File: src/rtl/x_pkg.sv
// Shared definitions for the x_* input-conditioning blocks: debounce state
// encodings, counter width and legal parameter bounds.
package x_pkg;

    localparam int CNT_W           = 8;
    localparam int SYNC_STAGES_MIN = 2;
    localparam int SYNC_STAGES_MAX = 4;
    localparam int FILTER_LEN_MIN  = 1;
    localparam int FILTER_LEN_MAX  = (1 << CNT_W) - 1;

    // One-hot encoding; any illegal pattern falls back to ST_LOW.
    typedef enum logic [3:0] {
        ST_LOW      = 4'b0001,
        ST_RISE_CHK = 4'b0010,
        ST_HIGH     = 4'b0100,
        ST_FALL_CHK = 4'b1000
    } sm_t;

endpackage

File: src/rtl/x_sync_chain.sv
// Parameterized flop-chain synchronizer for a single asynchronous level.
// Synchronous active-low reset clears every stage.
module x_sync_chain
    import x_pkg::*;
#(
    parameter int SYNC_STAGES = 2
) (
    input  logic clock,
    input  logic reset_n,
    input  logic d,
    output logic q
);

    if (SYNC_STAGES < SYNC_STAGES_MIN || SYNC_STAGES > SYNC_STAGES_MAX) begin : g_bad_stages
        $error("x_sync_chain: SYNC_STAGES out of range");
    end

    logic [SYNC_STAGES-1:0] sync_pipe;

    // Shift the raw level through the chain; the oldest stage is the output.
    always_ff @(posedge clock) begin
        if (!reset_n) sync_pipe <= '0;
        else          sync_pipe <= {sync_pipe[SYNC_STAGES-2:0], d};
    end

    assign q = sync_pipe[SYNC_STAGES-1];

endmodule

File: src/rtl/x_debounce.sv
// Synchronizer plus glitch filter feeding x_oneshot. q changes only after
// FILTER_LEN consecutive identical synchronized samples; enable=0 bypasses
// the filter. Optional saturating rejected-transition counter under
// X_DEBOUNCE_GLITCH_CNT_EN.
module x_debounce
    import x_pkg::*;
#(
    parameter int SYNC_STAGES = 2,
    parameter int FILTER_LEN  = 4
) (
    input  logic clock,
    input  logic reset_n,
    input  logic d,
    input  logic enable,
    output logic q,
    output logic busy
`ifdef X_DEBOUNCE_GLITCH_CNT_EN
    ,
    output logic [CNT_W-1:0] glitch_cnt
`endif
);

    if (FILTER_LEN < FILTER_LEN_MIN || FILTER_LEN > FILTER_LEN_MAX) begin : g_bad_filter
        $error("x_debounce: FILTER_LEN out of range");
    end

    localparam logic [CNT_W-1:0] FL_M1 = CNT_W'(FILTER_LEN - 1);
    localparam logic [CNT_W-1:0] ONE   = CNT_W'(1);

    logic             ds;
    sm_t              sm, sm_nxt;
    logic [CNT_W-1:0] cnt, cnt_nxt;
    logic             q_nxt, busy_nxt;

    x_sync_chain #(
        .SYNC_STAGES (SYNC_STAGES)
    ) u_sync (
        .clock   (clock),
        .reset_n (reset_n),
        .d       (d),
        .q       (ds)
    );

    // State, filter count and registered outputs.
    always_ff @(posedge clock) begin
        if (!reset_n) begin
            sm   <= ST_LOW;
            cnt  <= '0;
            q    <= 1'b0;
            busy <= 1'b0;
        end else begin
            sm   <= sm_nxt;
            cnt  <= cnt_nxt;
            q    <= q_nxt;
            busy <= busy_nxt;
        end
    end

    // Next state: qualify each transition on consecutive matching ds samples.
    always_comb begin
        sm_nxt  = sm;
        cnt_nxt = cnt;
        if (!enable) begin
            // Track ds so re-enabling starts in the matching settled state.
            sm_nxt  = ds ? ST_HIGH : ST_LOW;
            cnt_nxt = '0;
        end else begin
            case (sm)
                ST_LOW: begin
                    if (ds) begin
                        cnt_nxt = ONE;
                        sm_nxt  = (FILTER_LEN == 1) ? ST_HIGH : ST_RISE_CHK;
                    end
                end
                ST_RISE_CHK: begin
                    if (!ds)               sm_nxt  = ST_LOW;
                    else if (cnt == FL_M1) sm_nxt  = ST_HIGH;
                    else                   cnt_nxt = cnt + ONE;
                end
                ST_HIGH: begin
                    if (!ds) begin
                        cnt_nxt = ONE;
                        sm_nxt  = (FILTER_LEN == 1) ? ST_LOW : ST_FALL_CHK;
                    end
                end
                ST_FALL_CHK: begin
                    if (ds)                sm_nxt  = ST_HIGH;
                    else if (cnt == FL_M1) sm_nxt  = ST_LOW;
                    else                   cnt_nxt = cnt + ONE;
                end
                default: begin
                    sm_nxt  = ST_LOW;
                    cnt_nxt = '0;
                end
            endcase
        end
    end

    // Outputs from the state being entered; bypass lands on HIGH/LOW so q follows ds.
    always_comb begin
        q_nxt    = q;
        busy_nxt = (sm_nxt == ST_RISE_CHK) || (sm_nxt == ST_FALL_CHK);
        if (sm_nxt == ST_HIGH)     q_nxt = 1'b1;
        else if (sm_nxt == ST_LOW) q_nxt = 1'b0;
    end

`ifdef X_DEBOUNCE_GLITCH_CNT_EN
    logic glitch_abort;

    assign glitch_abort = enable && (((sm == ST_RISE_CHK) && !ds) ||
                                     ((sm == ST_FALL_CHK) &&  ds));

    // Saturating count of transitions rejected while the filter is active.
    always_ff @(posedge clock) begin
        if (!reset_n)
            glitch_cnt <= '0;
        else if (glitch_abort && (glitch_cnt != {CNT_W{1'b1}}))
            glitch_cnt <= glitch_cnt + ONE;
    end
`endif

endmodule

File: config.mk
export PLATFORM = sky130hd
export DESIGN_NAME = x_debounce
export DESIGN_NICKNAME = d
export VERILOG_FILES = /design/src/rtl/x_pkg.sv /design/src/rtl/x_sync_chain.sv /design/src/rtl/x_debounce.sv
export SDC_FILE = /design/constraint.sdc
export NUM_CORES = 1
export LEC_CHECK = 0
export BUFFER_PORTS_ARGS = -buffer_cell sky130_fd_sc_hd__buf_4
export CAP_MARGIN = 20
export CORE_ASPECT_RATIO = 0.8
export CORE_MARGIN = 2
export CORE_UTILIZATION = 25
export CTS_CLUSTER_DIAMETER = 40
export DETAILED_ROUTE_END_ITERATION = 10
export SLEW_MARGIN = 20
export SYNTH_ARGS = -nofsm -noshare
export SYNTH_HDL_FRONTEND = slang
export SYNTH_HIERARCHICAL = 1
export SYNTH_SLANG_ARGS = --single-unit
export TNS_END_PERCENT = 30
File: constraint.sdc
create_clock -name clock -period 2.1 [get_ports clock]
set_input_delay 0.21 -clock clock [delete_from_list [all_inputs] [get_ports clock]]
set_output_delay 0.21 -clock clock [all_outputs]
set_load 0.02 [all_outputs]
Word level (Yosys, flattened, before mapping):

Index checks and enable logic that the tools add are counted.

* bits in registers: 16
* bits in latches: 0
* RAM bits: 0
* bits in read-only memories: 0
* input bits: 4
* output and inout bits: 2
* word-level logic and storage cells: 40
* memories: 0

* $add $sub $neg: 1
* multiply operators: 0
* divide/modulo/power cells: 0
* order comparisons: 0
* eq/ne operators: 13
* shift-type cells: 0
* multiplexer cells: 17
* bitwise operators: 0
* reductions and logical operators: 4

Operators with widths (count)
* 8-bit 2-to-1 mux: 5
* 8-bit case mux with 4 select lines: 1
* 4-bit 2-to-1 mux: 7
* 4-bit case mux with 4 select lines: 1
* 8-bit by 1-bit adder with 8-bit output (second input constant): 1
* 4-bit by 1-bit equality test with 1-bit output (second input constant): 2
* 4-bit by 2-bit equality test with 1-bit output (second input constant): 2
* 4-bit by 3-bit equality test with 1-bit output (second input constant): 2
* 4-bit equality test (second input constant): 2
* 8-bit by 2-bit equality test with 1-bit output (second input constant): 1
* 2-bit by 1-bit inequality test with 1-bit output (second input constant): 2
* 2-bit inequality test (second input constant): 2
* 4-bit AND reduction: 1
* 3-bit 2-to-1 mux: 1
* 1-bit 2-to-1 mux: 2
* 2-bit AND reduction: 1
* 2-bit nonzero test: 1
* 1-bit logical OR: 1

Longest topological paths before layout:

Gate-level depths: netlist of the first run.

* depth in word-level cells: 8
* mapped depth: 7
* depth with buffers taken out: 6

By module:

The synthesis of the first run kept the hierarchy.

By module, submodules not included
* x_debounce: times used 1, cells each 106, area an instance 900.9 um^2, seq. area each 280.3 um^2
* x_sync_chain: times used 1, cells each 4, area an instance 52.6 um^2, seq. area each 40.0 um^2

Least setup slack after synthesis of the first run:

OpenSTA, ideal clock, no wires.

* path kind: reg2reg
* from: register cnt[0]
* to: register cnt[0]
* library setup time: 0.114 ns
* data arrival time: 1.522 ns
* data required time: 1.986 ns
* slack: 0.464 ns
* stages on the path, launching flop included: 8
* path buffers: 1
* period minus slack after synthesis: 1.636 ns
* path through: dfxtp_1 -> ha_1 -> nor4b_1 -> nand2_1 -> o211ai_2 -> buf_6 -> mux2i_1 -> nor2_1

* longest elaborated chain between the ends: 4
* elaborated cells between the ends (all ways): 6
* those cells by class: add/sub (1); eq/ne (1); mux (4)

Ends and longest elaborated chain
* from (decl): line x_debounce.sv:32 `logic [CNT_W-1:0] cnt, cnt_nxt;`
* from (signal assigned): line x_debounce.sv:53 `cnt <= cnt_nxt;`
* 8-bit by 1-bit adder with 8-bit output or 8-bit by 2-bit equality test with 1-bit output (tied branches)
* 8-bit 2-to-1 mux (*): line x_debounce.sv:77, x_debounce.sv:88
* 8-bit 2-to-1 mux (on tied branches): line x_debounce.sv:87, x_debounce.sv:76
* 8-bit case mux with 4 select lines (*): line x_debounce.sv:68 `case (sm)`

Mark *: on every way between the ends. The rest lies on a longest branch, timed or not. The select of a mux whose other input is x is not followed.
A chain may end at the register's enable or synchronous reset.

Final worst setup path of the first run:

* from: register sm[3]
* to: register cnt[4]

* longest elaborated chain between the ends: 3
* elaborated cells between the ends (all ways): 10
* those cells by class: eq/ne (8); mux (1); reduce/logical (1)

Ends and longest elaborated chain
* from (decl): line x_debounce.sv:31 `sm_t sm, sm_nxt;`
* from (signal assigned): line x_debounce.sv:52 `sm <= sm_nxt;`
* 4-bit by 1-bit equality test with 1-bit output, or another cell as far along: line x_debounce.sv:68
* 2-bit by 1-bit inequality test with 1-bit output (no source line) or 2-bit inequality test (tied branches)
* 4-bit AND reduction (no source line)

Parallel ways exist; a longest one is shown, timed or not.

==> results of run 1 <==
==> final cells by class <==
type / instances / area [um^2]
fillers: 381 / 2641
well taps: 44 / 55.05
multi-input cells: 87 / 600.6
repair buffers: 7 / 52.55
clock buffers: 4 / 55.05
flip-flops and latches: 16 / 320.3
inverters: 1 / 3.754
==> metrics by stage <==
stage / cell area (um^2) / total power [mW] / cells
final: 1087 / 0.6451 / 159
after global routing: 1087 / 0.6719 / 159
after CTS: 1057 / 0.6464 / 158
after detailed placement: 1002 / 0.3752 / 154
after global placement: 1002 / 0.3743 / 154
after floorplan: 953.4 / 0.3625 / 110
==> routing by layer <==
metal  track usage  up-vias  part of all wire
met5             0        -                 0
li1              -      427                 -
met3       0.01871        6             0.029
met1        0.1405      398              0.50
met4       0.05026        0             0.026
met2        0.1506       16              0.44
==> power by group through the flow <==
stage,logic [mW],clock network [mW],registers [mW]
4_1_cts,0.0523,0.278,0.316
5_1_grt,0.0626,0.292,0.317
3_3_place_gp,0.0513,0,0.323
2_1_floorplan,0.0439,0,0.319
6_report,0.0564,0.272,0.317
3_5_place_dp,0.0521,0,0.323
==> logic make-up after synthesis <==
family,share of synthesized area
xor+xnor,0.02756
flops,0.3360
mux,0.01050
simple gates,0.3412
fa+ha+maj,0.01312
compound gates,0.2060
buf+inv,0.06561
==> layout by cell type (no fill, tap or decap), drive strengths merged <==
cell / n
o21ai: 7
nand2: 8
or4: 1
nand3b: 1
nor3b: 2
nand4: 4
ha: 1
nor4b: 4
nor3: 1
o2111ai: 1
or3: 5
a21o: 1
o21ba: 1
o211ai: 3
nor2: 5
nor4: 1
and2: 4
and2b: 1
o21bai: 1
a21boi: 1
mux2i: 1
nand3: 8
dfxtp: 16
nand2b: 1
o31ai: 2
a41o: 1
nor2b: 6
a32oi: 1
clkbuf: 4
xnor2: 1
o32a: 1
and4: 1
buf: 7
a21oi: 8
xor2: 2
inv: 1
o221ai: 1
==> sequential cells by signal, summed over array words and instances (netlist names) <==
signal and count:
cnt 8, sm 4, u_sync/sync_pipe 2, busy 1, q 1
==> timing repair <==
item	CTS	global route
hold endpoints to repair	0	0
gates resized for setup	0	3
endpoints found under the setup margin	0	7
setup buffers	0	0
==> how the worst max path moves through the flow <==
stage                                     end                 from  depth (start not counted)  slack (ns)
after floorplan           cnt[0]$_SDFFE_PN0P_  cnt[0]$_SDFFE_PN0P_                          7        0.46
after global placement    cnt[0]$_SDFFE_PN0P_  cnt[0]$_SDFFE_PN0P_                          6        0.16
after detailed placement  cnt[0]$_SDFFE_PN0P_  cnt[0]$_SDFFE_PN0P_                          6        0.08
after CTS                 cnt[0]$_SDFFE_PN0P_  cnt[0]$_SDFFE_PN0P_                          6        0.05
after global routing      cnt[4]$_SDFFE_PN0P_     sm[3]$_SDFF_PN0_                          5        0.07
final                     cnt[4]$_SDFFE_PN0P_     sm[3]$_SDFF_PN0_                          5        0.17
==> critical path, delay by kind of cell, from the launching register on <==
kind | cells | cell delay, ns
AO/OA/AOI/OAI | 2 | 0.59
AND/OR/NAND/NOR | 2 | 0.57
XOR/XNOR | 1 | 0.16
flip-flops | 1 | 0.56
==> summary.txt, run 1 <==
Logic synthesis
  – Top cells by area, synth: dfxtp_1 (34%), a21oi_1 (4.2%), nand3_1 (4.2%)
  – Post-synth ARST share: 0
  – Part of the Yosys area used for sequential elements: 0.3360
  – Dominant synthesized flop cell: dfxtp_1
  – Post-synth EDFFs: 0
  – Most numerous cell in the Yosys netlist: dfxtp_1
  – Yosys warnings: 6
  – Synth Instances: 110
  – Synthesized Nets: between 100 and 150
  – Post-synthesis cell area: approximately 950 um^2
  – Synth top area share: 0.3360
  – Synthesized flop and latch total: 16
  – Synth top cells by count: dfxtp_1 (16), a21oi_1 (8), nand2_1 (8), nand3_1 (8), nor2b_1 (6)
  – Distinct cells, synth: 42
  – Post-synth top area cell: dfxtp_1
  – Average cell area after synthesis: a little under 9 um^2

Timing
  – WHS: around 0.16 ns
  – Hold Vio Cnt, Final: 0
  – Skew final: 0.001446 ns
  – Slew @ Worst Pin: around 0.45 ns
  – Max-slew violations: 0
  – Final worst slack: 0.1655 ns
  – Setup TNS: 0 ns
  – Unrepaired setup endpoints after global routing: no
  – Part of the cycle the worst path needs: 0.9212
  – Final number of setup-violating endpoints: 0
  – Fin crit period: 1.935 ns
  – Slew HR: 0.6999
  – F_max: 516.9 MHz

Clock network
  – Largest buffer count on any clock path: 2
  – CTS tree: built
  – Number of H-tree levels: 1
  – Worst-skew pair later-pin latency: approximately 0.25 ns
  – Hold Buf Count CTS: 0
  – Register clock-pin slew on the reported worst setup and hold paths: around 0.060 ns
  – Num CTS Buffers: 3
  – Clock sink total: 16
  – Clk root buf: clkbuf_8

Final layout
  – Layout cells sized above 1: 0.1739
  – Layout area overhead: 14.04%
  – Antenna diodes: 0
  – Layout Utilization: 0.2916
  – Final Net Count: about 120

Worst setup path
  – Worst r2r src: sm[3]$_SDFF_PN0_
  – Slowest library cell on the worst path: dfxtp_1
  – Worst EP arrival: 2.13 ns
  – Reg2reg setup slack: about 0.17 ns
  – R2r worst-path depth: 5
  – Crit Path Max Fanout: 11
  – R2R Path End: cnt[4]$_SDFFE_PN0P_
  – Critical path type: reg -> reg
  – CP Launch Type: flop
  – CP Capture Type: flop
  – CP peak stage delay: between 0.5 and 0.6 ns
  – CP required: between 2 and 2.5 ns
  – Critical path, cell by cell: xor2_1 -> a32oi_2 -> o211ai_2 -> or4_1 -> nand2_1

Power and ir drop
  – Switching Fraction: 0.2249
  – Combinational Power Share: 0.087
  – P_leak: approximately 0.38 nW
  – Worst VDD drop: roughly 0.39 mV
  – Share of power burned in registers: 0.491
  – Total internal power: around 0.5 mW
  – Psw: 0.1451 mW
  – Clock share of power: 0.422
  – Pwr dens: a little under 600 nW/um^2

Placement
  – GPL Wtd Cong: slightly above 0.9
  – IO Port Bufs: 5
  – Placement Setup Slack: approximately 0.083 ns
  – Hpwl dp: 1.420 mm

Global routing
  – Global route overflow: 0
  – Initial antenna violation count: 0
  – All-Layer GR Usage: 0.1013
  – Largest net degree at the start of global routing: 14
  – Global-route wire length before repair: approximately 3.4 mm
  – Vias in the first global route: approximately 770

Die
  – Starting Density: 0.2557
  – Die Wd: around 73 um
  – DIE AREA: approximately 4300 um^2
  – Chip Height: approximately 59 um
  – IO Pins: 6
  – Area of the core: about 3700 um^2
  – # rows: 20

Hold path
  – WHS Endpoint: u_sync/sync_pipe[0]$_SDFF_PN0_
  – Worst hold-check path type: in -> reg
  – Hold Path Cell Cnt: 2
  – Worst hold path startpoint: d

Routing
  – Vias post-DR: ~850
  – Detail Route Antenna Nets: 0
  – DRC errors left: 0
  – Via/cell ratio: approximately 5.3
  – 1st-iter DRT viols: 24
  – WL/cell: 12.29 um
  – Pre-antenna DRT Iters: 4
  – DRT Wirelength: just under 2 mm

Status
  – Status: completed

Run
  – Max cap viols: 0
Note: power is estimated with default switching activity, not from simulation.
==> inputs of run 2 (changes only) <==
--- a/config.mk
+++ b/config.mk
@@ -15,6 +15,5 @@
 export SLEW_MARGIN = 20
 export SYNTH_ARGS = -nofsm -noshare
 export SYNTH_HDL_FRONTEND = slang
-export SYNTH_HIERARCHICAL = 1
 export SYNTH_SLANG_ARGS = --single-unit
 export TNS_END_PERCENT = 30
==> run 2 against run 1 <==
Design area down 2.5%; global-route usage down 1.2 points; area after synthesis rose by 0.79%; register-to-register slack gained 0.08 ns; clock skew is essentially flat; flip-flop and latch count unchanged; clock power is 17% lower; die area rose by 0.73%; power fell by 9.9%.
==> summary.txt, run 2 <==
Die
  – # rows: 20 (unchanged)
  – IO Pins: 6 (unchanged)
  – Starting Density: 0.2560 (was 0.2557)
  – Die Wd: 73.32 um (was 73.05 um)
  – Chip Height: 59.45 um (was 59.24 um)
  – Area of the core: 3754 um^2 (was 3729 um^2)
  – DIE AREA: 4359 um^2 (was 4327 um^2)

Clock network
  – Clk root buf: clkbuf_8 (unchanged)
  – PostCTS Resize Cnt: 0 (unchanged)
  – Number of H-tree levels: 1 (unchanged)
  – Register clock-pin slew on the reported worst setup and hold paths: 0.06 ns (about the same)
  – CTS tree: built (unchanged)
  – Hold Buf Count CTS: 0 (unchanged)
  – Num CTS Buffers: 3 (unchanged)
  – Clock sink total: 16 (unchanged)
  – Worst-skew pair later-pin latency: 0.24 ns (was 0.25 ns)
  – Post-CTS setup buffers: 0 (unchanged)
  – Largest buffer count on any clock path: 2 (unchanged)

Timing
  – Hold Vio Cnt, Final: 0 (unchanged)
  – Slew @ Worst Pin: 0.5274 ns (was 0.4495 ns)
  – Unrepaired setup endpoints after global routing: no (unchanged)
  – WHS: 0.1694 ns (was 0.1625 ns)
  – Max-slew violations: 0 (unchanged)
  – Slew HR: 0.6479 (was 0.6999)
  – Setup TNS: 0 ns (unchanged)
  – Fin crit period: 1.851 ns (was 1.935 ns)
  – Final number of setup-violating endpoints: 0 (unchanged)
  – Final worst slack: 0.2493 ns (was 0.1655 ns)
  – F_max: 540.3 MHz (was 516.9 MHz)
  – Part of the cycle the worst path needs: 0.8813 (was 0.9212)
  – Skew final: 0.001066 ns (was 0.001446 ns)

Routing
  – WL/cell: 11.99 um (was 12.29 um)
  – Pre-antenna DRT Iters: 4 (unchanged)
  – Via/cell ratio: 5.192 (was 5.327)
  – 1st-iter DRT viols: 18 (was 24)
  – Detail Route Antenna Nets: 0 (unchanged)
  – DRC errors left: 0 (unchanged)
  – DRT Wirelength: 1.871 mm (was 1.954 mm)
  – Vias post-DR: 810 (was 847)

Logic synthesis
  – Post-synth ARST share: 0 (unchanged)
  – Synthesized flop and latch total: 16 (unchanged)
  – Distinct cells, synth: 39 (was 42)
  – Dominant synthesized flop cell: dfxtp_1 (unchanged)
  – Post-synth top area cell: dfxtp_1 (unchanged)
  – Yosys warnings: 0 (was 6)
  – Synth Instances: 108 (was 110)
  – Post-synth EDFFs: 0 (unchanged)
  – Average cell area after synthesis: 8.897 um^2 (was 8.667 um^2)
  – Synth top cells by count: dfxtp_1 (16), nor2_1 (11), nand2_1 (8) (was dfxtp_1 (16), a21oi_1 (8), nand2_1 (8), nand3_1 (8), nor2b_1 (6))
  – Most numerous cell in the Yosys netlist: dfxtp_1 (unchanged)
  – Synthesized Nets: 113 (was 115)
  – Part of the Yosys area used for sequential elements: 0.3333 (was 0.3360)
  – Synth top area share: 0.3333 (was 0.3360)
  – Post-synthesis cell area: 960.9 um^2 (was 953.4 um^2)
  – Top cells by area, synth: dfxtp_1 (33%), xor2_1 (6.4%), nor2_1 (4.3%) (was dfxtp_1 (34%), a21oi_1 (4.2%), nand3_1 (4.2%))

Global routing
  – All-Layer GR Usage: 0.08955 (was 0.1013)
  – Global route overflow: 0 (unchanged)
  – Vias in the first global route: 726 (was 769)
  – Largest net degree at the start of global routing: 16 (was 14)
  – Initial antenna violation count: 0 (unchanged)
  – Global-route wire length before repair: 3.063 mm (was 3.443 mm)

Worst setup path
  – Crit Path Max Fanout: 15 (was 11)
  – Critical path type: reg -> reg (unchanged)
  – Slowest library cell on the worst path: dfxtp_1 (unchanged)
  – Delay-heaviest family, CP: simple AND/OR/NAND/NOR gates (was compound AO/OA/AOI/OAI gates)
  – CP Launch Type: flop (unchanged)
  – CP required: 2.28 ns (was 2.30 ns)
  – CP Capture Type: flop (unchanged)
  – CP peak stage delay: 0.63 ns (was 0.56 ns)
  – Critical path, cell by cell: and3b_1 -> o21ai_4 -> nand4_1 -> or3_1 -> a21oi_1 (was xor2_1 -> a32oi_2 -> o211ai_2 -> or4_1 -> nand2_1)
  – WP buf/inv: 0 (unchanged)
  – Worst EP arrival: 2.03 ns (was 2.13 ns)

Final layout
  – Antenna diodes: 0 (unchanged)
  – Layout area overhead: 10.29% (was 14.04%)
  – Final Net Count: 119 (was 121)
  – Layout cells sized above 1: 0.1429 (was 0.1739)
  – Max reg flops: 8 (unchanged)
  – Top reg by flops: cnt (unchanged)
  – Most frequent cells in the layout: dfxtp_1 (16), nor2_1 (11), nand2_1 (8) (was dfxtp_1 (16), nand3_1 (8), a21oi_1 (8))
  – Most common cell after layout, fill and taps aside: dfxtp_1 (unchanged)
  – Biggest regs: cnt x8, sm x4, u_sync.sync_pipe x2 (was cnt x8, sm x4, u_sync/sync_pipe x2)
  – Fillers: 407 (was 381)

Placement
  – Placement Setup Slack: 0.2618 ns (was 0.08261 ns)
  – Hpwl dp: 1.324 mm (was 1.420 mm)
  – GPL Wtd Cong: 0.8993 (was 0.9263)
  – IO Port Bufs: 5 (unchanged)

Power and ir drop
  – Combinational Power Share: 0.069 (was 0.087)
  – Share of power burned in registers: 0.542 (was 0.491)
  – Switching Fraction: 0.2193 (was 0.2249)
  – Total internal power: 0.4535 mW (was 0.5000 mW)
  – Pwr dens: 548.2 nW/um^2 (was 593.3 nW/um^2)
  – Worst VDD drop: 0.2874 mV (was 0.3923 mV)
  – Psw: 0.1274 mW (was 0.1451 mW)
  – Clock share of power: 0.388 (was 0.422)
  – P_leak: 0.4113 nW (was 0.3791 nW)

Hold path
  – Worst hold-check path type: in -> reg (unchanged)

Status
  – Status: completed (unchanged)

Run
  – Max cap viols: 0 (unchanged)
[run 2: worst paths after layout]
check                                 start                        endpoint  slack, ns  cells past startpoint
max                        sm[0]$_SDFF_PN1_             cnt[7]$_SDFFE_PN0P_       0.25                      5
min                                       d  u_sync.sync_pipe[0]$_SDFF_PN0_       0.17                      2
max reg2reg                sm[0]$_SDFF_PN1_             cnt[7]$_SDFFE_PN0P_       0.25                      5
min reg2reg  u_sync.sync_pipe[0]$_SDFF_PN0_  u_sync.sync_pipe[1]$_SDFF_PN0_       0.44                      1
[run 2: routing by layer]
metal / vias up / GRT usage / wire length, um
met5: - / 0 / 0
met4: 0 / 0.04416 / 21
met3: 4 / 0.01701 / 53
met2: 12 / 0.1377 / 850
met1: 388 / 0.1204 / 946
li1: 406 / - / -
[run 2: kinds of logic (layout without fill, tap and decap cells)]
logic type | Yosys count | count (layout) | synth area share
compound gates | 17 | 17 | 0.1562
xor+xnor | 9 | 9 | 0.08204
fa+ha+maj | 1 | 1 | 0.01302
buf+inv | 7 | 11 | 0.05208
flops | 16 | 16 | 0.3333
mux | 1 | 1 | 0.01042
simple gates | 57 | 57 | 0.3529
[run 2: power groups by stage]
stage | Sequential [mW] | Clock [mW] | Combinational (mW)
detailed placement | 0.322 | 0 | 0.0404
floorplan | 0.317 | 0 | 0.0332
CTS | 0.315 | 0.231 | 0.0406
global placement | 0.321 | 0 | 0.0403
finish | 0.315 | 0.226 | 0.0404
global route | 0.316 | 0.245 | 0.0454
[run 2: per-stage QoR]
step                        util  total power, mW  std cells  instance area [um^2]
after floorplan                -           0.3504        108                 960.9
after global placement    0.2713           0.3616        153                  1018
after detailed placement  0.2713           0.3621        153                  1018
after CTS                 0.2823           0.5863        156                  1060
after global routing      0.2823           0.6060        156                  1060
final                     0.2823           0.5809        156                  1060
[run 2: layout make-up]
cell class              instances  area [um^2]  area share
multi-input cells              85        590.6      0.5573
flip-flops and latches         16        320.3      0.3022
well taps                      44        55.05     0.05195
repair buffers                  6        45.04     0.04250
clock buffers                   3        41.29     0.03896
inverters                       2        7.507    0.007084
[run 2: worst register-to-register path: cells and delay by family, from the launching register on]
family	cells	cell delay (ns)
DFF	1	0.63
AOI/OAI and AO/OA	2	0.39
and+or+nand+nor	3	0.76
